--- src/rtl/sfp_accum_unit.sv ---
// rtl/sfp_accum_unit.sv - multi-lane psum accumulator bank with relu, saturation and row drain
module sfp_accum_unit #(
  parameter int col     = 8,
  parameter int psum_bw = 16,
  parameter int acc_bw  = 20,
  parameter int lanes   = 2,
  parameter int depth   = 16
) (
  input  logic                     clk,
  input  logic                     reset,
  input  logic                     start,
  input  logic [7:0]               num_tiles,
  input  logic [$clog2(depth):0]   num_rows,
  input  logic                     relu_en,
  input  logic                     clear,
  input  logic                     in_valid,
  input  logic [col*psum_bw-1:0]   in_data,
  output logic                     in_ready,
  output logic                     out_valid,
  input  logic                     out_ready,
  output logic [col*psum_bw-1:0]   out_data,
  output logic                     busy,
  output logic                     done
);

  localparam int RW  = $clog2(depth) + 1;
  localparam int AW  = (depth > 1) ? $clog2(depth) : 1;
  localparam int NCH = col / lanes;
  localparam int CW  = (NCH > 1) ? $clog2(NCH) : 1;
  localparam int CIW = (col > 1) ? $clog2(col) : 1;

  localparam logic signed [acc_bw:0]   ACC_MAX_X = {2'b00, {(acc_bw-1){1'b1}}};
  localparam logic signed [acc_bw:0]   ACC_MIN_X = {2'b11, {(acc_bw-1){1'b0}}};
  localparam logic signed [acc_bw-1:0] OUT_MAX   = {{(acc_bw-psum_bw+1){1'b0}}, {(psum_bw-1){1'b1}}};
  localparam logic signed [acc_bw-1:0] OUT_MIN   = {{(acc_bw-psum_bw+1){1'b1}}, {(psum_bw-1){1'b0}}};

  typedef enum logic [1:0] {IDLE, ACCUM, DRAIN, DONE1} state_t;

  // One extra bit of headroom is enough to detect overflow of a single add.
  function automatic logic signed [acc_bw-1:0] sat_acc(input logic signed [acc_bw:0] s);
    if (s > ACC_MAX_X)      return ACC_MAX_X[acc_bw-1:0];
    else if (s < ACC_MIN_X) return ACC_MIN_X[acc_bw-1:0];
    else                    return s[acc_bw-1:0];
  endfunction

  function automatic logic [psum_bw-1:0] drain_val(input logic signed [acc_bw-1:0] a,
                                                   input logic relu);
    logic signed [acc_bw-1:0] x;
    x = (relu && (a < 0)) ? '0 : a;
    if (x > OUT_MAX)      x = OUT_MAX;
    else if (x < OUT_MIN) x = OUT_MIN;
    return x[psum_bw-1:0];
  endfunction

  state_t                  state_q, state_d;
  logic [7:0]              tiles_q, tiles_d, tile_cnt_q, tile_cnt_d;
  logic [RW-1:0]           rows_q, rows_d, row_cnt_q, row_cnt_d, rd_ptr_q, rd_ptr_d;
  logic                    relu_q, relu_d, hold_q, hold_d;
  logic [CW-1:0]           chunk_q, chunk_d;
  logic [col*psum_bw-1:0]  vec_q, vec_d, out_data_q, out_data_d, drain_row;
  logic                    out_valid_q, out_valid_d, done_q, done_d;

  logic signed [acc_bw-1:0]  acc_bank [depth][col];
  logic signed [acc_bw-1:0]  acc_wr   [lanes];
  logic signed [acc_bw-1:0]  lane_old [lanes];
  logic signed [psum_bw-1:0] lane_psum[lanes];
  logic [CIW-1:0]            cidx     [lanes];

  logic [RW-1:0] rows_eff;
  logic [AW-1:0] row_idx, rd_idx;
  logic          accept, bank_we;

  assign rows_eff  = (num_rows > RW'(depth)) ? RW'(depth) : num_rows;
  assign row_idx   = row_cnt_q[AW-1:0];
  assign rd_idx    = rd_ptr_q[AW-1:0];
  assign in_ready  = (state_q == ACCUM) && !hold_q && !clear;
  assign accept    = in_valid && in_ready;
  assign bank_we   = (state_q == ACCUM) && hold_q && !clear;
  assign busy      = (state_q != IDLE);
  assign out_valid = out_valid_q;
  assign out_data  = out_data_q;
  assign done      = done_q;

  // New accumulator values for the lanes of the current chunk.
  always_comb begin
    for (int l = 0; l < lanes; l++) begin
      cidx[l]      = CIW'(int'(chunk_q) * lanes + l);
      lane_psum[l] = vec_q[int'(cidx[l]) * psum_bw +: psum_bw];
      lane_old[l]  = acc_bank[row_idx][cidx[l]];
      if (tile_cnt_q == 8'd0) acc_wr[l] = acc_bw'(lane_psum[l]);
      else acc_wr[l] = sat_acc((acc_bw+1)'(lane_old[l]) + (acc_bw+1)'(lane_psum[l]));
    end
  end

  // Relu and output clamp of the row currently selected for draining.
  always_comb begin
    drain_row = '0;
    for (int c = 0; c < col; c++) begin
      drain_row[c*psum_bw +: psum_bw] = drain_val(acc_bank[rd_idx][c], relu_q);
    end
  end

  // Accumulator bank write; deliberately unreset since tile 0 overwrites.
  always_ff @(posedge clk) begin
    if (bank_we) begin
      for (int l = 0; l < lanes; l++) acc_bank[row_idx][cidx[l]] <= acc_wr[l];
    end
  end

  // Job sequencing: accept vectors, walk chunks/rows/tiles, then drain rows.
  always_comb begin
    state_d     = state_q;
    tiles_d     = tiles_q;
    rows_d      = rows_q;
    relu_d      = relu_q;
    tile_cnt_d  = tile_cnt_q;
    row_cnt_d   = row_cnt_q;
    rd_ptr_d    = rd_ptr_q;
    hold_d      = hold_q;
    chunk_d     = chunk_q;
    vec_d       = vec_q;
    out_valid_d = out_valid_q;
    out_data_d  = out_data_q;
    done_d      = 1'b0;
    if (clear) begin
      state_d     = IDLE;
      tile_cnt_d  = '0;
      row_cnt_d   = '0;
      rd_ptr_d    = '0;
      hold_d      = 1'b0;
      chunk_d     = '0;
      out_valid_d = 1'b0;
      out_data_d  = '0;
    end else begin
      case (state_q)
        IDLE: begin
          if (start) begin
            tiles_d    = num_tiles;
            rows_d     = rows_eff;
            relu_d     = relu_en;
            tile_cnt_d = '0;
            row_cnt_d  = '0;
            rd_ptr_d   = '0;
            hold_d     = 1'b0;
            chunk_d    = '0;
            if ((num_tiles == 8'd0) || (rows_eff == '0)) begin
              state_d = DONE1;
              done_d  = 1'b1;
            end else begin
              state_d = ACCUM;
            end
          end
        end
        ACCUM: begin
          if (hold_q) begin
            chunk_d = chunk_q + CW'(1);
            if (chunk_q == CW'(NCH - 1)) begin
              hold_d  = 1'b0;
              chunk_d = '0;
              if (row_cnt_q == rows_q - RW'(1)) begin
                row_cnt_d  = '0;
                tile_cnt_d = tile_cnt_q + 8'd1;
                if (tile_cnt_q == tiles_q - 8'd1) begin
                  state_d  = DRAIN;
                  rd_ptr_d = '0;
                end
              end else begin
                row_cnt_d = row_cnt_q + RW'(1);
              end
            end
          end else if (accept) begin
            vec_d   = in_data;
            hold_d  = 1'b1;
            chunk_d = '0;
          end
        end
        DRAIN: begin
          if (!out_valid_q || out_ready) begin
            if (rd_ptr_q < rows_q) begin
              out_data_d  = drain_row;
              out_valid_d = 1'b1;
              rd_ptr_d    = rd_ptr_q + RW'(1);
            end else begin
              out_valid_d = 1'b0;
              if (out_valid_q) begin
                state_d = IDLE;
                done_d  = 1'b1;
              end
            end
          end
        end
        default: state_d = IDLE;
      endcase
    end
  end

  // Control and output registers.
  always_ff @(posedge clk or negedge reset) begin
    if (!reset) begin
      state_q     <= IDLE;
      tiles_q     <= '0;
      rows_q      <= '0;
      relu_q      <= 1'b0;
      tile_cnt_q  <= '0;
      row_cnt_q   <= '0;
      rd_ptr_q    <= '0;
      hold_q      <= 1'b0;
      chunk_q     <= '0;
      vec_q       <= '0;
      out_valid_q <= 1'b0;
      out_data_q  <= '0;
      done_q      <= 1'b0;
    end else begin
      state_q     <= state_d;
      tiles_q     <= tiles_d;
      rows_q      <= rows_d;
      relu_q      <= relu_d;
      tile_cnt_q  <= tile_cnt_d;
      row_cnt_q   <= row_cnt_d;
      rd_ptr_q    <= rd_ptr_d;
      hold_q      <= hold_d;
      chunk_q     <= chunk_d;
      vec_q       <= vec_d;
      out_valid_q <= out_valid_d;
      out_data_q  <= out_data_d;
      done_q      <= done_d;
    end
  end

endmodule

--- config.mk ---
export PLATFORM = sky130hd
export DESIGN_NAME = sfp_accum_unit
export DESIGN_NICKNAME = d
export VERILOG_FILES = /design/src/rtl/sfp_accum_unit.sv
export SDC_FILE = /design/constraint.sdc
export NUM_CORES = 2
export LEC_CHECK = 0
export CAP_MARGIN = 20
export CORE_MARGIN = 4
export CORE_UTILIZATION = 55
export DETAILED_ROUTE_END_ITERATION = 12
export PLACE_DENSITY = 0.72
export SETUP_SLACK_MARGIN = 0.2
export SYNTH_ARGS = -nofsm -noshare
export SYNTH_HDL_FRONTEND = slang
export SYNTH_SLANG_ARGS = --single-unit
--- constraint.sdc ---
create_clock -name clk -period 22.7 [get_ports clk]
set_clock_uncertainty 0.05 [all_clocks]
set_input_delay 3.405 -clock clk [delete_from_list [all_inputs] [get_ports clk]]
set_output_delay 3.405 -clock clk [all_outputs]
set_load 0.01 [all_outputs]
==> results.cfg <==
[synth]
netlist_area_um2 = 135000
syn-mean-instance-area_um2 = 20.3
ys.flop_type = edfxtp_1
synth_cell_type_count = 87
synthArstFlopShare_pct = 10.3
seq_area_frac_synth_pct = 62.6
synth-edff-count = 2560
synth_warnings = 0
synth-seq-cells = 2855
syn_nets = 6847
syn_inst = 6640

[critical_path]
r2r_start = row_cnt_q[0]$_DFFE_PN0P_
start_kind = register
slowest_stage = o31ai_1
max_stage_delay_ns = 0.88
cp.required_ns = 23.29
crit_chain = buf_4 > buf_4 > buf_4 > buf_4 > mux4_2 > mux4_2 > mux4_2 > ha_1 > a21oi_1 > o21ai_0 > a41oi_1 > nor2_1 > nor2_1 > buf_4 > a211oi_1 > o31ai_1 > inv_2 > buf_12
crit_path_frequent_cell = buf_4
cp-end-kind = register
critPathCapture = acc_bank[13][101]$_DFFE_PP_
r2r_cells = 18
cp.arrival_ns = 11.02
cp.depth = 18
worstReg2RegEnd = acc_bank[13][101]$_DFFE_PP_
worst-path-buf-inv = 7
cpLargestDelayFamily = buffers and inverters
reg2reg_slack_ns = 12.27
setup.worst_path.class = reg2reg
crit_path_start = row_cnt_q[0]$_DFFE_PN0P_
cp_max_fo = 42

[grt]
grt_first_pass_wirelength_um = 602000
grt.total_usage_pct = 34.4
antenna_found_initial = 61
overflow = 0
grt_pass1_vias = 78300
grt_max_degree = 134

[timing]
setup-tns-final_ns = 0
hold_violations = 0
hold_slack_ns = 0.449
fmax_mhz = 95.9
finalWorstSetupSlack_ns = 12.27
slew_viol_final = 0
min_period_ns = 10.43
finalCritPeriodShare_pct = 45.9
worst_pin_slew_ns = 1.32
setup_viol = 0
slew_headroom_pct = 11.3
rsz0062_at_grt = false

[detailed_routing]
vias = 77500
firstDrtPassIters = 6
drt-wirelength-per-cell_um = 41.0
antenna_left = 0
drt_iter0_markers = 10800
remaining_drc_errors = 0
via_per_inst = 7.41
wl_um = 429000

[pwr]
powerDensity_nw_per_um2 = 117
power_frac_comb_pct = 30.9
p_clk_share_pct = 27.8
p_leak_nw = 47.0
power_frac_seq_pct = 41.2
swShare_pct = 33.0
fin_total_pwr_mw = 17.9
p_int_mw = 12.0
peakVddDrop_mv = 0.107
p_switching_mw = 5.90

[finish]
fill_cells = 16500
areaGrowthSynthToFinish_pct = 13.1
fin_area_um2 = 152000
nets = 7204
multi_input_area_um2 = 48300
seq_area_um2 = 84300
layout-drive-gt1-share_pct = 37.7
layout_common_cells = 2,560 x edfxtp_1, 1,658 x mux4_2, 319 x clkbuf_16, 285 x dfrtp_1, 278 x clkdlybuf4s50_1
final_common_cell = edfxtp_1

[worst_hold_path]
hp-class = reg2reg

[clocking]
cts_tree = done
cts_hold_buffers = 0
root_buffer = clkbuf_16
cts_resized = 0
cts_buffers = 313
path_clk_slew_ns = 0.06
clock-sinks = 2855
cts_buffer_depth = 4
clk-insertion-delay-late_ns = 0.98
cts.htree.levels = 5
post_cts_buffers = 0

[place]
dp_hpwl_um = 261000
gp_congestion = 1.02
post_dp_cell_area_um2 = 142000
dpl_worst_slack_ns = 12.13
port_buffers = 279

[floorplan]
die_h_um = 503
die-width_um = 503
core-area_um2 = 243000
start_util_pct = 55.3
dieArea_um2 = 253000
ios = 280
rows = 181

[flow_run]
max_cap_viol_count = 0

[run_status]
status = complete, no violations
-- Yosys cell counts (10+ instances only) --
library cell,instances,area (um2)
edfxtp_1,2560,76900
mux4_2,1658,37300
clkbuf_1,296,1110
dfrtp_1,295,7380
nand2_1,264,991
inv_1,156,586
mux2_2,145,1630
nor2_1,144,541
buf_2,125,626
a21oi_1,90,450
o211ai_1,80,601
o211ai_2,71,888
o21ai_0,65,325
buf_1,60,225
a211oi_1,59,443
ha_1,57,713
nor3_1,51,255
and3_1,37,231
nand3_1,32,160
a31oi_1,28,175
xnor2_1,27,236
mux2i_1,26,260
nand2b_1,26,163
xor2_1,18,158
nand4_1,16,100
nor2b_1,16,100
o22ai_1,16,100
and2_1,15,93.8
o21a_1,15,113
buf_6,13,146
a21o_1,12,90.1
or3_1,11,68.8
a22o_1,10,87.6
nor4_1,10,62.6
-- kinds of logic after synthesis --
group           Yosys count  share of synthesized area (%)
fa+ha+maj                61                          0.575
simple gates            653                           2.25
mux                    1830                           29.2
compound gates          534                           3.03
flops                  2855                           62.6
buf+inv                 662                           2.06
xor+xnor                 45                          0.293
-- registers in the layout, indices dropped and copies added, names as in the netlist --
name        flops
out_data      128
state_q         2
acc_bank     2560
row_cnt_q       5
tiles_q         8
tile_cnt_q      8
rd_ptr_q        5
relu_q          1
vec_q         128
out_valid       1
rows_q          5
done            1
hold_q          1
chunk_q         2
-- power groups by stage --
stage | Combinational [mW] | Clock [mW] | Sequential [mW]
floorplan | 2.96 | 0 | 7.45
global placement | 5.10 | 0 | 7.47
detailed placement | 5.29 | 0 | 7.48
CTS | 5.30 | 5.02 | 7.37
global route | 5.74 | 5.25 | 7.38
finish | 5.52 | 4.97 | 7.36
-- worst reg2reg max path: stages (launching register included) --
cell and delay [ns]:
dfrtp_4 0.84, buf_4 0.77, buf_4 0.77, buf_4 0.81, buf_4 0.83, mux4_2 0.60, mux4_2 0.51, mux4_2 0.47
ha_1 0.40, a21oi_1 0.31, o21ai_0 0.22, a41oi_1 0.30, nor2_1 0.18, nor2_1 0.77, buf_4 0.32, a211oi_1 0.09
o31ai_1 0.88, inv_2 0.61, buf_12 0.35
-- layout make-up --
cell class / count / area share [%]
Inverter: 159 / 0.392
Sequential cell: 2855 / 55.4
Clock inverter: 136 / 0.918
Tap cell: 3202 / 2.63
Timing Repair Buffer: 545 / 3.33
Clock buffer: 405 / 5.57
Antenna cell: 38 / 0.0625
Multi-Input combinational cell: 3123 / 31.7
-- metal layers --
metal	GRT usage [%]	up-vias	share of wire [%]	wire, um
li1	-	29400	-	-
met1	46.8	41400	35	148000
met2	51.2	5571	46	199000
met3	9.36	1136	13	54400
met4	19.0	26	6.3	27100
met5	0	-	0.084	361
-- how the worst min path moves through the flow --
stage                     cells after the start  slack, ns                        end                      start
after floorplan                               1       0.40    rd_ptr_q[4]$_DFFE_PN0P_    rd_ptr_q[4]$_DFFE_PN0P_
after global placement                        1       0.42    rd_ptr_q[4]$_DFFE_PN0P_    rd_ptr_q[4]$_DFFE_PN0P_
after detailed placement                      2       0.43  out_data[117]$_DFFE_PN0P_  out_data[117]$_DFFE_PN0P_
after CTS                                     2       0.45  out_data[117]$_DFFE_PN0P_  out_data[117]$_DFFE_PN0P_
after global routing                          1       0.47    rd_ptr_q[4]$_DFFE_PN0P_    rd_ptr_q[4]$_DFFE_PN0P_
final                                         2       0.45   out_data[23]$_DFFE_PN0P_   out_data[23]$_DFFE_PN0P_
-- per-stage QoR --
step / utilization [%] / instances
2_1_floorplan: - / 6640
3_3_place_gp: 58.3 / 9846
3_5_place_dp: 58.4 / 9858
4_1_cts: 62.4 / 10400
5_1_grt: 62.5 / 10400
6_report: 62.6 / 10500
Power figures use the tool's default switching activity.
